==> src/rtl/cpu_control_fsm_pkg.sv <==
// tron_pkg: shared definitions for the CPU control sequencer.
//   - state_t       : control FSM state encoding
//   - OP_*          : 8-bit decoded opcode constants (also used by the
//                     sign-extend and ALU decode logic)
//   - op_byte()     : forms the 8-bit opcode from the two IR nibbles
package tron_pkg;

  typedef enum logic [2:0] {
    ST_FETCH     = 3'd0,
    ST_DECODE    = 3'd1,
    ST_EXECUTE   = 3'd2,
    ST_MEM       = 3'd3,
    ST_WRITEBACK = 3'd4
  } state_t;

  // Register-register ALU ops (ir[15:12] = 0000, sub-opcode in ir[7:4])
  localparam logic [7:0] OP_AND   = 8'h01;
  localparam logic [7:0] OP_OR    = 8'h02;
  localparam logic [7:0] OP_XOR   = 8'h03;
  localparam logic [7:0] OP_ADD   = 8'h05;
  localparam logic [7:0] OP_SUB   = 8'h09;
  localparam logic [7:0] OP_CMP   = 8'h0B;
  localparam logic [7:0] OP_MOV   = 8'h0D;
  // Immediate ALU ops
  localparam logic [7:0] OP_ANDI  = 8'h10;
  localparam logic [7:0] OP_ADDI  = 8'h50;
  localparam logic [7:0] OP_LSHI0 = 8'h80;
  localparam logic [7:0] OP_LSHI1 = 8'h81;
  localparam logic [7:0] OP_SUBI  = 8'h90;
  localparam logic [7:0] OP_CMPI  = 8'hB0;
  // Memory and control flow
  localparam logic [7:0] OP_LOAD  = 8'h40;
  localparam logic [7:0] OP_STOR  = 8'h44;
  localparam logic [7:0] OP_BCOND = 8'hC0;

  // Only the 0x0, 0x4 and 0x8 major groups carry a sub-opcode in ir[7:4];
  // everywhere else ir[7:4] is immediate/register data and is masked off.
  function automatic logic [7:0] op_byte(input logic [3:0] hi, input logic [3:0] lo);
    if (hi == 4'h0 || hi == 4'h4 || hi == 4'h8) return {hi, lo};
    else                                          return {hi, 4'h0};
  endfunction

endpackage

==> src/rtl/cpu_control_fsm_if.sv <==
// cpu_control_fsm_if: controller <-> datapath/memory signal bundle.
//   master : the control FSM (drives strobes and instruction_op)
//   slave  : datapath / memory side (drives instruction, mem_ready, flag_cond)
interface cpu_control_fsm_if;
  logic [15:0] instruction;
  logic        mem_ready;
  logic        flag_cond;
  logic [7:0]  instruction_op;
  logic        ir_load;
  logic        pc_inc;
  logic        pc_branch;
  logic        alu_src_imm;
  logic        reg_write;
  logic        psr_write;
  logic        mem_read;
  logic        mem_write;
  logic        mem_addr_sel;

  modport master (
    input  instruction, mem_ready, flag_cond,
    output instruction_op, ir_load, pc_inc, pc_branch, alu_src_imm,
           reg_write, psr_write, mem_read, mem_write, mem_addr_sel
  );

  modport slave (
    output instruction, mem_ready, flag_cond,
    input  instruction_op, ir_load, pc_inc, pc_branch, alu_src_imm,
           reg_write, psr_write, mem_read, mem_write, mem_addr_sel
  );
endinterface

==> src/rtl/cpu_control_fsm_op_decode.sv <==
// op_decode: combinational instruction classifier.
//   ir_i         : latched instruction register
//   op_o         : 8-bit opcode byte
//   is_imm_o     : immediate ALU op (ALU B from extended immediate)
//   is_reg_o     : register-register ALU op (major group 0x0)
//   is_branch_o  : BCOND
//   is_load_o    : LOAD
//   is_store_o   : STOR
//   writes_reg_o : result written to register file in WRITEBACK
//   writes_psr_o : PSR flags updated in WRITEBACK
// Anything not classified above is an undefined opcode and executes as NOP.
module op_decode
  import tron_pkg::*;
(
  input  logic [15:0] ir_i,
  output logic [7:0]  op_o,
  output logic        is_imm_o,
  output logic        is_reg_o,
  output logic        is_branch_o,
  output logic        is_load_o,
  output logic        is_store_o,
  output logic        writes_reg_o,
  output logic        writes_psr_o
);

  // Register fields and immediate bits are consumed by the datapath, not here.
  logic unused_ir_fields;
  assign unused_ir_fields = ^{ir_i[11:8], ir_i[3:0]};

  assign op_o = op_byte(ir_i[15:12], ir_i[7:4]);

  always_comb begin
    is_imm_o     = 1'b0;
    is_branch_o  = 1'b0;
    is_load_o    = 1'b0;
    is_store_o   = 1'b0;
    writes_psr_o = 1'b0;
    is_reg_o     = (op_o[7:4] == 4'h0);
    unique case (op_o)
      OP_ANDI, OP_ADDI, OP_SUBI, OP_CMPI, OP_LSHI0, OP_LSHI1: is_imm_o = 1'b1;
      OP_BCOND: is_branch_o = 1'b1;
      OP_LOAD:  is_load_o   = 1'b1;
      OP_STOR:  is_store_o  = 1'b1;
      default: ;
    endcase
    unique case (op_o)
      OP_ADD, OP_ADDI, OP_SUB, OP_SUBI, OP_CMP, OP_CMPI: writes_psr_o = 1'b1;
      default: ;
    endcase
    // Compares only set flags.
    writes_reg_o = (is_imm_o && op_o != OP_CMPI) ||
                   (is_reg_o && op_o != OP_CMP)  ||
                   is_load_o;
  end

endmodule

==> src/rtl/cpu_control_fsm.sv <==
// cpu_control_fsm: multi-cycle instruction sequencer.
//   clk     : system clock, rising edge
//   reset_n : asynchronous active-low reset
//   bus     : cpu_control_fsm_if.master (instruction/handshake in, strobes out)
// Build option MEM_HANDSHAKE_EN: when defined, FETCH and MEM wait for
// mem_ready; when undefined, mem_ready is ignored and each takes one cycle.
//
// state     | meaning
// ----------+--------------------------------------------------------------
// FETCH     | read memory at PC; on completion latch IR and bump PC
// DECODE    | one cycle for instruction_op to settle downstream
// EXECUTE   | ALU operand select, branch, or dispatch to MEM
// MEM       | LOAD/STOR data access at register address
// WRITEBACK | register file / PSR update
module cpu_control_fsm
  import tron_pkg::*;
(
  input logic               clk,
  input logic               reset_n,
  cpu_control_fsm_if.master bus
);

  state_t      state_q, state_d;
  logic [15:0] ir_q, ir_d;
  logic        mem_ok;
  logic        ir_load, pc_inc, pc_branch, alu_src_imm;
  logic        reg_write, psr_write, mem_read, mem_write, mem_addr_sel;
  logic        is_imm, is_reg, is_branch, is_load, is_store;
  logic        writes_reg, writes_psr;
  logic [7:0]  op;

`ifdef MEM_HANDSHAKE_EN
  assign mem_ok = bus.mem_ready;
`else
  logic unused_mem_ready;
  assign unused_mem_ready = bus.mem_ready;
  assign mem_ok = 1'b1;
`endif

  // Decoding from the latched IR keeps instruction_op stable from DECODE
  // through WRITEBACK; reset clears IR so the opcode reads 0x00.
  op_decode u_op_decode (
    .ir_i         (ir_q),
    .op_o         (op),
    .is_imm_o     (is_imm),
    .is_reg_o     (is_reg),
    .is_branch_o  (is_branch),
    .is_load_o    (is_load),
    .is_store_o   (is_store),
    .writes_reg_o (writes_reg),
    .writes_psr_o (writes_psr)
  );

  assign ir_d = ir_load ? bus.instruction : ir_q;

  always_ff @(posedge clk or negedge reset_n) begin
    if (!reset_n) begin
      state_q <= ST_FETCH;
      ir_q    <= '0;
    end else begin
      state_q <= state_d;
      ir_q    <= ir_d;
    end
  end

  // Strobes are gated by reset_n so that asserting reset drops them
  // immediately, even though FETCH is the reset state.
  always_comb begin
    state_d      = state_q;
    ir_load      = 1'b0;
    pc_inc       = 1'b0;
    pc_branch    = 1'b0;
    alu_src_imm  = 1'b0;
    reg_write    = 1'b0;
    psr_write    = 1'b0;
    mem_read     = 1'b0;
    mem_write    = 1'b0;
    mem_addr_sel = 1'b0;
    if (reset_n) begin
      unique case (state_q)
        ST_FETCH: begin
          mem_read = 1'b1;
          if (mem_ok) begin
            ir_load = 1'b1;
            pc_inc  = 1'b1;
            state_d = ST_DECODE;
          end
        end
        ST_DECODE: state_d = ST_EXECUTE;
        ST_EXECUTE: begin
          if (is_imm) begin
            alu_src_imm = 1'b1;
            state_d     = ST_WRITEBACK;
          end else if (is_reg) begin
            state_d = ST_WRITEBACK;
          end else if (is_branch) begin
            pc_branch = bus.flag_cond;
            state_d   = ST_FETCH;
          end else if (is_load || is_store) begin
            state_d = ST_MEM;
          end else begin
            state_d = ST_FETCH;
          end
        end
        ST_MEM: begin
          mem_addr_sel = 1'b1;
          mem_read     = is_load;
          mem_write    = is_store;
          if (mem_ok) state_d = is_load ? ST_WRITEBACK : ST_FETCH;
        end
        ST_WRITEBACK: begin
          reg_write = writes_reg;
          psr_write = writes_psr;
          state_d   = ST_FETCH;
        end
        default: state_d = ST_FETCH;
      endcase
    end
  end

  assign bus.instruction_op = op;
  assign bus.ir_load        = ir_load;
  assign bus.pc_inc         = pc_inc;
  assign bus.pc_branch      = pc_branch;
  assign bus.alu_src_imm    = alu_src_imm;
  assign bus.reg_write      = reg_write;
  assign bus.psr_write      = psr_write;
  assign bus.mem_read       = mem_read;
  assign bus.mem_write      = mem_write;
  assign bus.mem_addr_sel   = mem_addr_sel;

endmodule

==> src/flat_wrapper.sv <==
// flat-port wrapper written by rule: the top's interface ports become plain ports
module cpu_control_fsm_flat import tron_pkg::*;
  (clk, reset_n, bus_instruction, bus_mem_ready, bus_flag_cond, bus_instruction_op, bus_ir_load, bus_pc_inc, bus_pc_branch, bus_alu_src_imm, bus_reg_write, bus_psr_write, bus_mem_read, bus_mem_write, bus_mem_addr_sel);
  cpu_control_fsm_if bus_i ();
  input logic clk;
  input logic reset_n;
  input wire logic [$bits(bus_i.instruction)-1:0] bus_instruction;
  input wire logic [$bits(bus_i.mem_ready)-1:0] bus_mem_ready;
  input wire logic [$bits(bus_i.flag_cond)-1:0] bus_flag_cond;
  output wire logic [$bits(bus_i.instruction_op)-1:0] bus_instruction_op;
  output wire logic [$bits(bus_i.ir_load)-1:0] bus_ir_load;
  output wire logic [$bits(bus_i.pc_inc)-1:0] bus_pc_inc;
  output wire logic [$bits(bus_i.pc_branch)-1:0] bus_pc_branch;
  output wire logic [$bits(bus_i.alu_src_imm)-1:0] bus_alu_src_imm;
  output wire logic [$bits(bus_i.reg_write)-1:0] bus_reg_write;
  output wire logic [$bits(bus_i.psr_write)-1:0] bus_psr_write;
  output wire logic [$bits(bus_i.mem_read)-1:0] bus_mem_read;
  output wire logic [$bits(bus_i.mem_write)-1:0] bus_mem_write;
  output wire logic [$bits(bus_i.mem_addr_sel)-1:0] bus_mem_addr_sel;
  assign bus_i.instruction = bus_instruction;
  assign bus_i.mem_ready = bus_mem_ready;
  assign bus_i.flag_cond = bus_flag_cond;
  assign bus_instruction_op = bus_i.instruction_op;
  assign bus_ir_load = bus_i.ir_load;
  assign bus_pc_inc = bus_i.pc_inc;
  assign bus_pc_branch = bus_i.pc_branch;
  assign bus_alu_src_imm = bus_i.alu_src_imm;
  assign bus_reg_write = bus_i.reg_write;
  assign bus_psr_write = bus_i.psr_write;
  assign bus_mem_read = bus_i.mem_read;
  assign bus_mem_write = bus_i.mem_write;
  assign bus_mem_addr_sel = bus_i.mem_addr_sel;
  cpu_control_fsm u_core (.clk(clk), .reset_n(reset_n), .bus(bus_i));
endmodule
==> config.mk <==
export PLATFORM = sky130hd
export DESIGN_NAME = cpu_control_fsm_flat
export DESIGN_NICKNAME = d
export VERILOG_FILES = /design/src/rtl/cpu_control_fsm_pkg.sv /design/src/rtl/cpu_control_fsm_if.sv /design/src/rtl/cpu_control_fsm_op_decode.sv /design/src/rtl/cpu_control_fsm.sv /design/src/flat_wrapper.sv
export SDC_FILE = /design/constraint.sdc
export NUM_CORES = 1
export LEC_CHECK = 0
export CAP_MARGIN = 40
export CORE_MARGIN = 5
export CORE_UTILIZATION = 41
export DETAILED_ROUTE_END_ITERATION = 10
export PLACE_DENSITY = 0.84
export SYNTH_ARGS = -nofsm -noshare
export SYNTH_HDL_FRONTEND = slang
export SYNTH_HIERARCHICAL = 1
export SYNTH_SLANG_ARGS = --single-unit
==> constraint.sdc <==
create_clock -name clk -period 1.6 [get_ports clk]
set_input_delay 0.32 -clock clk [delete_from_list [all_inputs] [get_ports clk]]
set_output_delay 0.32 -clock clk [all_outputs]
set_load 0.02 [all_outputs]
==> results.sh <==
export IMPL_design_area_um2=1390
export IMPL_r2r_end="u_core/state_q[1]$_DFFE_PN0P_"
export IMPL_cp_max_fo=2
export IMPL_clkLatencyLatePin_ns=0.26
export IMPL_die_height_um=54.7
export IMPL_ant_nets=0
export IMPL_hp_class="in -> async"
export IMPL_coreArea_um2=1940
export IMPL_cts_sinks=11
export IMPL_worst_hold_slack_ns=0.163
export IMPL_worst_slack_ns=-0.600
export IMPL_clock_skew_ns=0.00366
export IMPL_fin_crit_sh_pct=137
export IMPL_max_slew_margin_rel_pct=79.9
export IMPL_tightest_slew_ns=0.299
export IMPL_finalSetupViolCount=13
export IMPL_grt_max_degree=17
export IMPL_dieArea_um2=3000
export IMPL_fillCellCount=133
export IMPL_die_x_um=54.7
export IMPL_hold_viol_final=0
export IMPL_grt_pass1_wl_um=3990
export IMPL_postPlaceCellArea_um2=1240
export IMPL_dr_wl_met2_um=1400
export IMPL_top_layer_used="met4"
export IMPL_ctsHoldBuffers=0
export IMPL_violations="setup timing"
export IMPL_power_leakage_nw=0.634
export IMPL_instances_no_fill=163
export IMPL_fin_nets=157
export IMPL_dp_cells=154
export IMPL_numPortBuffers=27
export IMPL_grt_pass1_vias=863
export IMPL_cts_tree="done"
export IMPL_antenna_found_initial=0
export IMPL_vias=837
export IMPL_drt_met1_wl_um=1170
export IMPL_rows=16
export IMPL_r2r_slack_ns=-0.43
export IMPL_numCtsBuffers=3
export IMPL_grt_usage_pct=18.8
export IMPL_synthCells=84
export IMPL_irDropWorstVdd_v=0.00117
export IMPL_required_ns=1.28
export IMPL_io_pins=37
export IMPL_regArea_um2=277
export IMPL_first_iter_violations=18
export IMPL_wl_met3_um=98
export IMPL_drc=0
export IMPL_start_kind="register"
export IMPL_crit_arrival_ns=1.88
export IMPL_clk_pin_slew_ns=0.07
export IMPL_areaGrowthSynthToFinish_pct=68.9
export IMPL_htree_levels=1
export IMPL_fin_crit_ns=2.20
export IMPL_initial_core_util_pct=42.3
export IMPL_clk_path_buf_depth=2
export IMPL_r2r_cells=9
export IMPL_grt_setup_unrepaired="true"
export IMPL_r2r_start="u_core/ir_q[14]$_DFFE_PN0P_"
export IMPL_power_mw=2.82
export IMPL_syn_avg_cell_area_um2=9.77
export IMPL_drive_above_1_share_pct=60.3
export IMPL_cts_root_buf="clkbuf_4"
export IMPL_synth_warnings=6
export IMPL_dr_pass1_iters=4
export IMPL_cap_violations=0
export IMPL_run_status="finished with violations"
export IMPL_synth_area_um2=821
export IMPL_fmax_ghz=0.455
export IMPL_slew_viol_final=0
export IMPL_fin_setup_tns_ns=-4.79
export IMPL_multi_input_area_um2=548
export IMPL_grt_ovfl_total=0
export IMPL_worstSetupPathType="reg -> out"
export IMPL_synth_nets=104
export IMPL_powerDensity_nw_per_um2=2030
export IMPL_drt_wirelength_per_cell_um=16.4
export IMPL_routabilityCongestion=0.805
export IMPL_critPathCaptureType="output pin"
export IMPL_antenna_cells=0
export IMPL_dp_hpwl_um=1740
export IMPL_viasPerCell=5.13
export IMPL_wl_um=2680
[per-layer routing]
| layer | GRT usage (%) | up-vias |
|---|---|---|
| li1 | - | 400 |
| met4 | 6.64 | 0 |
| met3 | 2.45 | 2 |
| met2 | 33.7 | 19 |
| met1 | 22.7 | 416 |
| met5 | 0 | - |
[state kept, by name, summed over array words and instances (netlist names)]
name and flops:
u_core/ir_q 8, u_core/state_q 3
[stage by stage]
stage | util (%) | worst slack [ns]
after floorplan | - | -0.209
after global placement | 63.9 | -0.714
after detailed placement | 63.9 | -0.744
after CTS | 68.5 | -0.535
after global routing | 71.4 | -0.649
final | 71.4 | -0.600
[power breakdown]
part           leakage (nW)  switching, mW  internal [mW]
registers             0.132          0.125          0.419
logic                 0.488           1.01           1.08
clock network        0.0150         0.0893         0.0964
[critical path, stage by stage (launching register included)]
cell	delay (ns)
dfrtp_1	0.38
or4_4	0.54
a41o_1	0.25
o221ai_2	0.09
and4_4	0.25
buf_6	0.11
[layout by cell type, fill, tap and decap left out, types with 2 or more instances in the layout]
| cell type | count |
|---|---|
| and4_4 | 2 |
| mux2_2 | 4 |
| o21ai_2 | 2 |
| clkdlybuf4s50_1 | 9 |
| nor3_1 | 3 |
| inv_1 | 4 |
| dlygate4sd2_1 | 4 |
| nor2_4 | 2 |
| clkbuf_4 | 3 |
| mux2_4 | 4 |
| nor2_1 | 5 |
| and2_4 | 5 |
| buf_4 | 31 |
| nor3_4 | 2 |
| and2b_2 | 2 |
| dfrtp_1 | 10 |
| buf_6 | 11 |
| nand2_1 | 6 |
[area by class of cell]
class | count | area share [%]
Tap cell | 27 | 2.44
Clock buffer | 4 | 1.90
Sequential cell | 11 | 19.9
Multi-Input combinational cell | 61 | 39.5
Inverter | 4 | 1.08
Timing Repair Buffer | 56 | 35.1
[how the worst max path moves through the flow]
stage / start / to / slack, ns / cells past startpoint
CTS: u_core/ir_q[14]$_DFFE_PN0P_ / bus_reg_write / -0.53 / 5
floorplan: u_core/ir_q[14]$_DFFE_PN0P_ / bus_reg_write / -0.21 / 4
detailed placement: u_core/ir_q[12]$_DFFE_PN0P_ / bus_reg_write / -0.74 / 5
global placement: u_core/ir_q[12]$_DFFE_PN0P_ / bus_reg_write / -0.71 / 5
finish: u_core/ir_q[14]$_DFFE_PN0P_ / bus_reg_write / -0.60 / 5
global route: u_core/ir_q[14]$_DFFE_PN0P_ / bus_psr_write / -0.65 / 6
[repair_timing]
| action | in CTS | in global routing |
|---|---|---|
| buffers inserted | 4 | 1 |
| pin swaps | 7 | 1 |
| endpoints found under the setup margin | 20 | 17 |
| gates resized for setup | 91 | 14 |
Power figures use the tool's default switching activity.
